File: config.mk
export PLATFORM = sky130hd
export DESIGN_NAME = fifo_word_packer
export DESIGN_NICKNAME = d
export VERILOG_FILES = /design/src/rtl/fifo_pkg.sv /design/src/rtl/occ_counter.sv /design/src/rtl/fifo_word_packer.sv
export SDC_FILE = /design/constraint.sdc
export NUM_CORES = 1
export LEC_CHECK = 0
export ABC_AREA = 1
export BUFFER_PORTS_ARGS = -buffer_cell sky130_fd_sc_hd__buf_4
export CAP_MARGIN = 20
export CORE_ASPECT_RATIO = 2
export CORE_MARGIN = 2
export CORE_UTILIZATION = 35
export CTS_BUF_LIST = sky130_fd_sc_hd__clkbuf_8
export DETAILED_ROUTE_END_ITERATION = 10
export PLACE_DENSITY = 0.61
export SYNTH_ARGS = -nofsm -noshare
export SYNTH_HDL_FRONTEND = slang
export SYNTH_SLANG_ARGS = --single-unit
export TNS_END_PERCENT = 100
File: constraint.sdc
create_clock -name clk -period 1.93 [get_ports clk]
set_input_delay 0.0965 -clock clk [delete_from_list [all_inputs] [get_ports clk]]
set_output_delay 0.0965 -clock clk [all_outputs]
set_load 0.05 [all_outputs]
File: src/rtl/fifo_pkg.sv
// Shared types and sizes for the 16-bit FIFO and its write-side packer.
package fifo_pkg;

  localparam int unsigned FIFO_W     = 16;
  localparam int unsigned BYTE_W     = 8;
  localparam int unsigned FIFO_DEPTH = 15;
  localparam int unsigned LEVEL_W    = 5;

  typedef enum logic {
    LO = 1'b0,
    HI = 1'b1
  } pack_state_e;

endpackage

File: src/rtl/occ_counter.sv
// Up/down occupancy counter: saturates at MAX, never goes below zero.
module occ_counter #(
  parameter int unsigned W   = 5,
  parameter int unsigned MAX = 15
) (
  input  logic         clk,
  input  logic         rst,
  input  logic         inc,
  input  logic         dec,
  output logic [W-1:0] count
);

  logic up_c;
  logic down_c;

  assign up_c   = inc && (count < W'(MAX));
  assign down_c = dec && (count != '0);

  // Simultaneous inc and dec cancel out.
  always_ff @(posedge clk) begin
    if (rst) begin
      count <= '0;
    end else if (up_c && !down_c) begin
      count <= count + W'(1);
    end else if (down_c && !up_c) begin
      count <= count - W'(1);
    end
  end

endmodule

File: src/rtl/fifo_word_packer.sv
// Packs a byte stream into 16-bit words (high byte first) for the FIFO,
// tracking occupancy itself since the FIFO has no full flag.
module fifo_word_packer
  import fifo_pkg::*;
#(
  parameter int unsigned       DEPTH = FIFO_DEPTH,
  parameter logic [BYTE_W-1:0] PAD   = 8'h00
) (
  input  logic               clk,
  input  logic               rst,
  input  logic [BYTE_W-1:0]  in_data,
  input  logic               in_valid,
  input  logic               in_last,
  output logic               in_ready,
  input  logic               fifo_rd,
  output logic               wr,
  output logic [FIFO_W-1:0]  din,
  output logic [LEVEL_W-1:0] level,
  output logic [FIFO_W-1:0]  words_out
);

  pack_state_e       state;
  logic [BYTE_W-1:0] hi_q;
  logic              accept_c;
  logic              commit_c;
  logic [FIFO_W-1:0] word_c;

  assign in_ready = level < LEVEL_W'(DEPTH);
  assign accept_c = in_valid && in_ready;
  assign commit_c = accept_c && ((state == HI) || in_last);
  assign word_c   = (state == HI) ? {hi_q, in_data} : {in_data, PAD};

  // Byte-pairing FSM with registered write strobe and data.
  always_ff @(posedge clk) begin
    if (rst) begin
      state     <= LO;
      hi_q      <= '0;
      wr        <= 1'b0;
      din       <= '0;
      words_out <= '0;
    end else begin
      wr <= commit_c;
      if (commit_c) begin
        din       <= word_c;
        words_out <= words_out + FIFO_W'(1);
      end
      case (state)
        LO: begin
          if (accept_c && !in_last) begin
            hi_q  <= in_data;
            state <= HI;
          end
        end
        HI: begin
          if (accept_c) begin
            state <= LO;
          end
        end
        default: state <= LO;
      endcase
    end
  end

  // Space is reserved at commit, one cycle ahead of the FIFO seeing wr.
  occ_counter #(
    .W   (LEVEL_W),
    .MAX (DEPTH)
  ) u_level (
    .clk   (clk),
    .rst   (rst),
    .inc   (commit_c),
    .dec   (fifo_rd),
    .count (level)
  );

endmodule

Word-level counts from Yosys, hierarchy flattened
Index checks and enable logic that the tools add are counted.
{ "totals": {"elab_cells": 31, "output_inout_bits": 39, "reg_bits": 47, "input_bits": 13} }
{ "op_classes": {"n_mux": 6, "n_bitwise": 1, "reduce_logical": 14, "add_sub_neg": 3, "order_cmp": 1} }
{ "op_table": {"columns": ["cell", "count"], "rows": [
  ["adder 16 x 1 -> 16 bit, second input constant", 1],
  ["2-to-1 mux 16 bit", 1],
  ["2-to-1 mux 5 bit", 2],
  ["logical AND 1 bit", 7],
  ["adder 5 x 1 -> 5 bit, second input constant", 1],
  ["less-than comparator 5 x 4 -> 1 bit, second input constant", 1],
  ["nonzero test 5 bit", 1],
  ["subtractor 5 x 1 -> 5 bit, second input constant", 1],
  ["logical NOT 1 bit", 3],
  ["2-to-1 mux 1 bit", 2],
  ["one-hot mux 1 bit (2 select lines)", 1],
  ["AND reduction 2 bit", 1],
  ["nonzero test 2 bit", 1],
  ["logical OR 1 bit", 1],
  ["NOT 1 bit", 1]
]} }

Longest topological paths before layout
{ "logic_depth": {"ltp_word": 8, "mapped_depth": 16} }

Cells and area by module
A second synthesis with hierarchy kept.
{ "unflattened": {"hier_cells": 337, "hier_area_um2": 2337.2} }
{ "modules_own_cells": {"columns": ["module", "cells_each", "n_inst", "seq_area_each_um2", "area_per_inst_um2"], "rows": [
  ["fifo_word_packer", 282, 1, 840.8, 1961.9],
  ["occ_counter", 55, 1, 100.1, 375.4]
]} }

Least setup slack after synthesis
Ideal clock, no wire load.
{ "synth_path": {"kind": "register to register", "startpoint": "register u_level.count[1]", "endpoint": "register u_level.count[3]", "setup_time_ps": 109, "arrival_ps": 2374, "t_required_ps": 1821, "period_less_slack_ps": 2483, "setup_slack_ps": -553, "path_stages_with_launch": 16, "path_cell_list": "dfxtp_1 > nand2_1 > inv_1 > nand2_2 > nand3_4 > nor2_8 > buf_12 > ha_1 > inv_1 > ha_1 > a21oi_1 > nand2_1 > a21oi_1 > o21ai_0 > nand2_1 > inv_1"} }
{ "synth_via": {"elab_chain_cells": 7, "word_cells_on_any_way": 15, "classes_between": "add/sub (2); order compare (1); mux (2); reduce/logical (10)"} }
{ "synth_rtl": {"columns": ["item", "line", "source"], "rows": [
  ["from (decl)", "occ_counter.sv:10", "output logic [W-1:0] count"],
  ["from (signal assigned)", "occ_counter.sv:24", "count <= count + W'(1);"],
  ["from (signal assigned)", "occ_counter.sv:26", "count <= count - W'(1);"],
  ["less-than comparator 5 x 4 -> 1 bit", "occ_counter.sv:16, fifo_word_packer.sv:28", null],
  ["logical AND 1 bit", "fifo_word_packer.sv:29", "assign accept_c = in_valid && in_ready;"],
  ["logical AND 1 bit", "fifo_word_packer.sv:30", "assign commit_c = accept_c && ((state == HI) || in_last);"],
  ["logical AND 1 bit", "occ_counter.sv:16", "assign up_c = inc && (count < W'(MAX));"],
  ["logical NOT 1 bit", "occ_counter.sv:25", "end else if (down_c && !up_c) begin"],
  ["logical AND 1 bit", "occ_counter.sv:25", null],
  ["nonzero test 2 bit (no line)", null, null]
]} }
Several ways; a longest one is shown, not always the timed one. The select of a mux whose other input is x is not followed.
A chain may end at the register's enable or synchronous reset.

Final worst setup path
{ "layout_path": {"startpoint": "register u_level.count[3]", "endpoint": "register u_level.count[4]"} }
The elaborated chain is that of the path after synthesis.

==> load_flow_metrics.sql <==
INSERT INTO impl_metrics (metric_group, metric, value, unit) VALUES
('outcome', 'run_status', 'completed', ''),
('synth', 'synth_edf_count', '0', ''),
('clock_network', 'tritoncts_clock_tree', 'built', ''),
('synth', 'postSynthNetCount', '356', ''),
('timing', 'timing.final.setup_violations', '0', ''),
('synth', 'synthTopCellsByArea', 'dfxtp_1, nand2_1, nand3_1, nor2_1, inv_1', ''),
('floorplan', 'rows', '42', ''),
('clock_network', 'clockRootBuffer', 'clkbuf_8', ''),
('timing', 'layout_worst_path_cycle_share', '96.6', '%'),
('synth', 'yosysWarningCount', '0', ''),
('grt', 'grt_antenna_before_repair', '0', ''),
('power', 'power.density_cell_area', '1120', 'nW/um^2'),
('timing', 'period_needed', '1.86', 'ns'),
('placement', 'placement.setup.worst_slack', '-0.0458', 'ns'),
('clock_network', 'clkSlewWorstSetupHoldPaths', '0.09', 'ns'),
('clock_network', 'clk-insertion-delay-late', '0.31', 'ns'),
('routing', 'drt_iter0_markers', '123', ''),
('grt', 'grt_remaining_overflow', '0', ''),
('timing', 'fin_worst_skew', '0.00378', 'ns'),
('setup_path', 'crit_path_end_kind', 'register', ''),
('setup_path', 'crit_required', '2.17', 'ns'),
('placement', 'numPortBuffers', '51', ''),
('finish', 'layout-area-overhead-vs-synth', '29.4', '%'),
('flow_run', 'max-cap-violations', '0', ''),
('routing', 'vias', '2310', ''),
('power', 'leakage', '1.48', 'nW'),
('setup_path', 'timing.critical_path.fanout_max', '4', ''),
('synth', 'synth.yosys.seq_area_share', '39.4', '%'),
('grt', 'grt_start_max_net_pins', '26', ''),
('timing', 'fmaxAchievable', '536', 'MHz'),
('clock_network', 'clock_path_buffers', '2', ''),
('clock_network', 'cts_inserted_buffers', '5', ''),
('setup_path', 'cp_data_arrival_time', '2.11', 'ns'),
('floorplan', 'design.portCount', '52', ''),
('routing', 'drt-total-wl', '6060', 'um'),
('routing', 'drt_first_pass_iters', '4', ''),
('synth', 'ys_dominant_reg_cell', 'dfxtp_1', ''),
('clock_network', 'htree_num_levels', '2', ''),
('synth', 'post_synthesis_register_bit_count', '47', ''),
('setup_path', 'path_type_of_the_worst_setup_path', 'register to register', ''),
('routing', 'drc_viols', '0', ''),
('finish', 'fillCellCount', '722', ''),
('synth', 'avgSynthCellArea', '7.09', 'um^2'),
('timing', 'hold_slack', '0.0106', 'ns'),
('synth', 'yosys-top-cells-count', 'nand2_1, dfxtp_1, nor2_1', ''),
('floorplan', 'dieWidth', '62.4', 'um'),
('synth', 'synth_top_area_share', '39.4', '%'),
('finish', 'seq_area', '960', 'um^2'),
('synth', 'post_synth_num_cell_types', '28', ''),
('setup_path', 'setup.worst_path.start_class', 'register', ''),
('finish', 'drive_above_1_share', '28.7', '%'),
('floorplan', 'dieArea', '7540', 'um^2'),
('routing', 'dr_vias_cell', '4.73', ''),
('synth', 'synth-async-reset-ratio', '0', '%'),
('synth', 'synth_cells', '337', ''),
('grt', 'grt_util_all_layers', '16.6', '%'),
('timing', 'total_count_of_hold_check_failures_in_the_final_report', '0', ''),
('routing', 'number_of_nets_still_failing_antenna_checks_after_routing', '0', ''),
('routing', 'wl_per_cell', '12.4', 'um'),
('grt', 'grt_pass1_vias', '2121', ''),
('timing', 'grt_setup_unrepaired', 'true', ''),
('finish', 'multi_input_comb_area', '1280', 'um^2'),
('placement', 'place.gp.congestion', '0.820', ''),
('finish', 'layout.nets', '419', ''),
('timing', 'max_slew_margin', '69.6', '%'),
('timing', 'worst_pin_slew', '0.455', 'ns'),
('timing', 'timing.final.ws_setup', '0.0651', 'ns'),
('grt', 'grt_pass1_wl', '9850', 'um'),
('synth', 'synthDominantAreaCellType', 'dfxtp_1', ''),
('floorplan', 'initial_core_util', '36.1', '%'),
('clock_network', 'clock_sinks', '47', ''),
('synth', 'syn_area', '2390', 'um^2'),
('synth', 'yosysMostFrequentCell', 'nand2_1', ''),
('floorplan', 'area_of_the_placeable_core', '6620', 'um^2'),
('floorplan', 'chipHeight', '121', 'um'),
('power', 'irDropWorstVdd', '682', 'uV'),
('min_path', 'hp-class', 'input pin to register', ''),
('timing', 'finalMaxSlewViolations', '0', ''),
('placement', 'place_hpwl', '4560', 'um'),
('finish', 'antenna_cells_inserted', '0', '');
[layer usage]
| layer | track usage (%) | up-vias | share of wire (%) |
|---|---|---|---|
| met5 | 0 | - | 0 |
| met4 | 7.08 | 0 | 2.3 |
| met3 | 3.26 | 9 | 3.6 |
| met2 | 33.0 | 46 | 57 |
| met1 | 16.1 | 1071 | 37 |
| li1 | - | 1184 | - |
[critical path: stages (launching register included)]
cell and delay (ns):
dfxtp_4 0.37, inv_2 0.06, nand3_2 0.09, o31ai_4 0.26
ha_4 0.19, inv_4 0.05, fa_2 0.34, nand2_1 0.07
nand2_1 0.06, nand2_1 0.06, nand2_1 0.05, nand2_1 0.05
nand2_1 0.04, a21oi_1 0.10
[registers in the layout, indices dropped and copies added (netlist names)]
name / flops
hi_q: 8
state: 1
din: 16
wr: 1
u_level.count: 5
words_out: 16
[placed cells by master (no fill, tap or decap), types with 8 or more instances in the layout]
master   synthesis  final
nand2_1        102    101
buf_4            2     61
dfxtp_1         47     42
nor2_1          41     41
nand3_1         37     36
inv_1           33     28
o21ai_0         12     11
a21oi_1         12     11
a21oi_2          8      9
nor2_2           8      8
[worst paths after layout]
| path | start | end | slack [ns] | cells after the start |
|---|---|---|---|---|
| min reg2reg | din[7]$_SDFFE_PP0N_ | din[7]$_SDFFE_PP0N_ | 0.47 | 2 |
| min | in_data[3] | din[3]$_SDFFE_PP0N_ | 0.01 | 3 |
| max | u_level.count[3]$_SDFFE_PP0P_ | u_level.count[4]$_SDFFE_PP0P_ | 0.07 | 13 |
| max reg2reg | u_level.count[3]$_SDFFE_PP0P_ | u_level.count[4]$_SDFFE_PP0P_ | 0.07 | 13 |
[power by group]
group | internal (mW) | switching, mW
Sequential | 1.12 | 0.122
Clock | 0.289 | 0.356
Combinational | 0.576 | 1.01
[cells by family after synthesis]
family | after synthesis | share of synthesized area (%)
compound gates | 35 | 8.70
flops | 47 | 39.4
xor+xnor | 2 | 0.734
fa+ha+maj | 6 | 3.46
buf+inv | 46 | 9.48
simple gates | 201 | 38.2
[repair_timing]
| item | CTS | global route |
|---|---|---|
| buffers inserted | 0 | 2 |
| pin swaps | 0 | 2 |
| resized for setup | 1 | 6 |
| hold buffers | 6 | 0 |
| setup endpoints to repair | 3 | 3 |
| hold endpoints to repair | 6 | 0 |
[cell type report]
type | instances | area share, %
Clock buffer | 6 | 2.67
Clock inverter | 1 | 0.283
Inverter | 35 | 4.33
Multi-Input combinational cell | 244 | 41.4
Sequential cell | 47 | 31.0
Tap cell | 88 | 3.56
Timing Repair Buffer | 67 | 16.8
[per-stage QoR]
stage	total power, mW	area [um^2]	utilization (%)	TNS (ns)	instances
floorplan	2.37	2440	-	-0.240	337
global placement	2.74	2900	43.8	0	473
detailed placement	2.77	2900	43.8	-0.0775	473
CTS	3.44	3060	46.2	0	486
global route	3.69	3090	46.7	-0.0819	488
finish	3.47	3090	46.7	0	488
(Power assumes the default switching activity.)
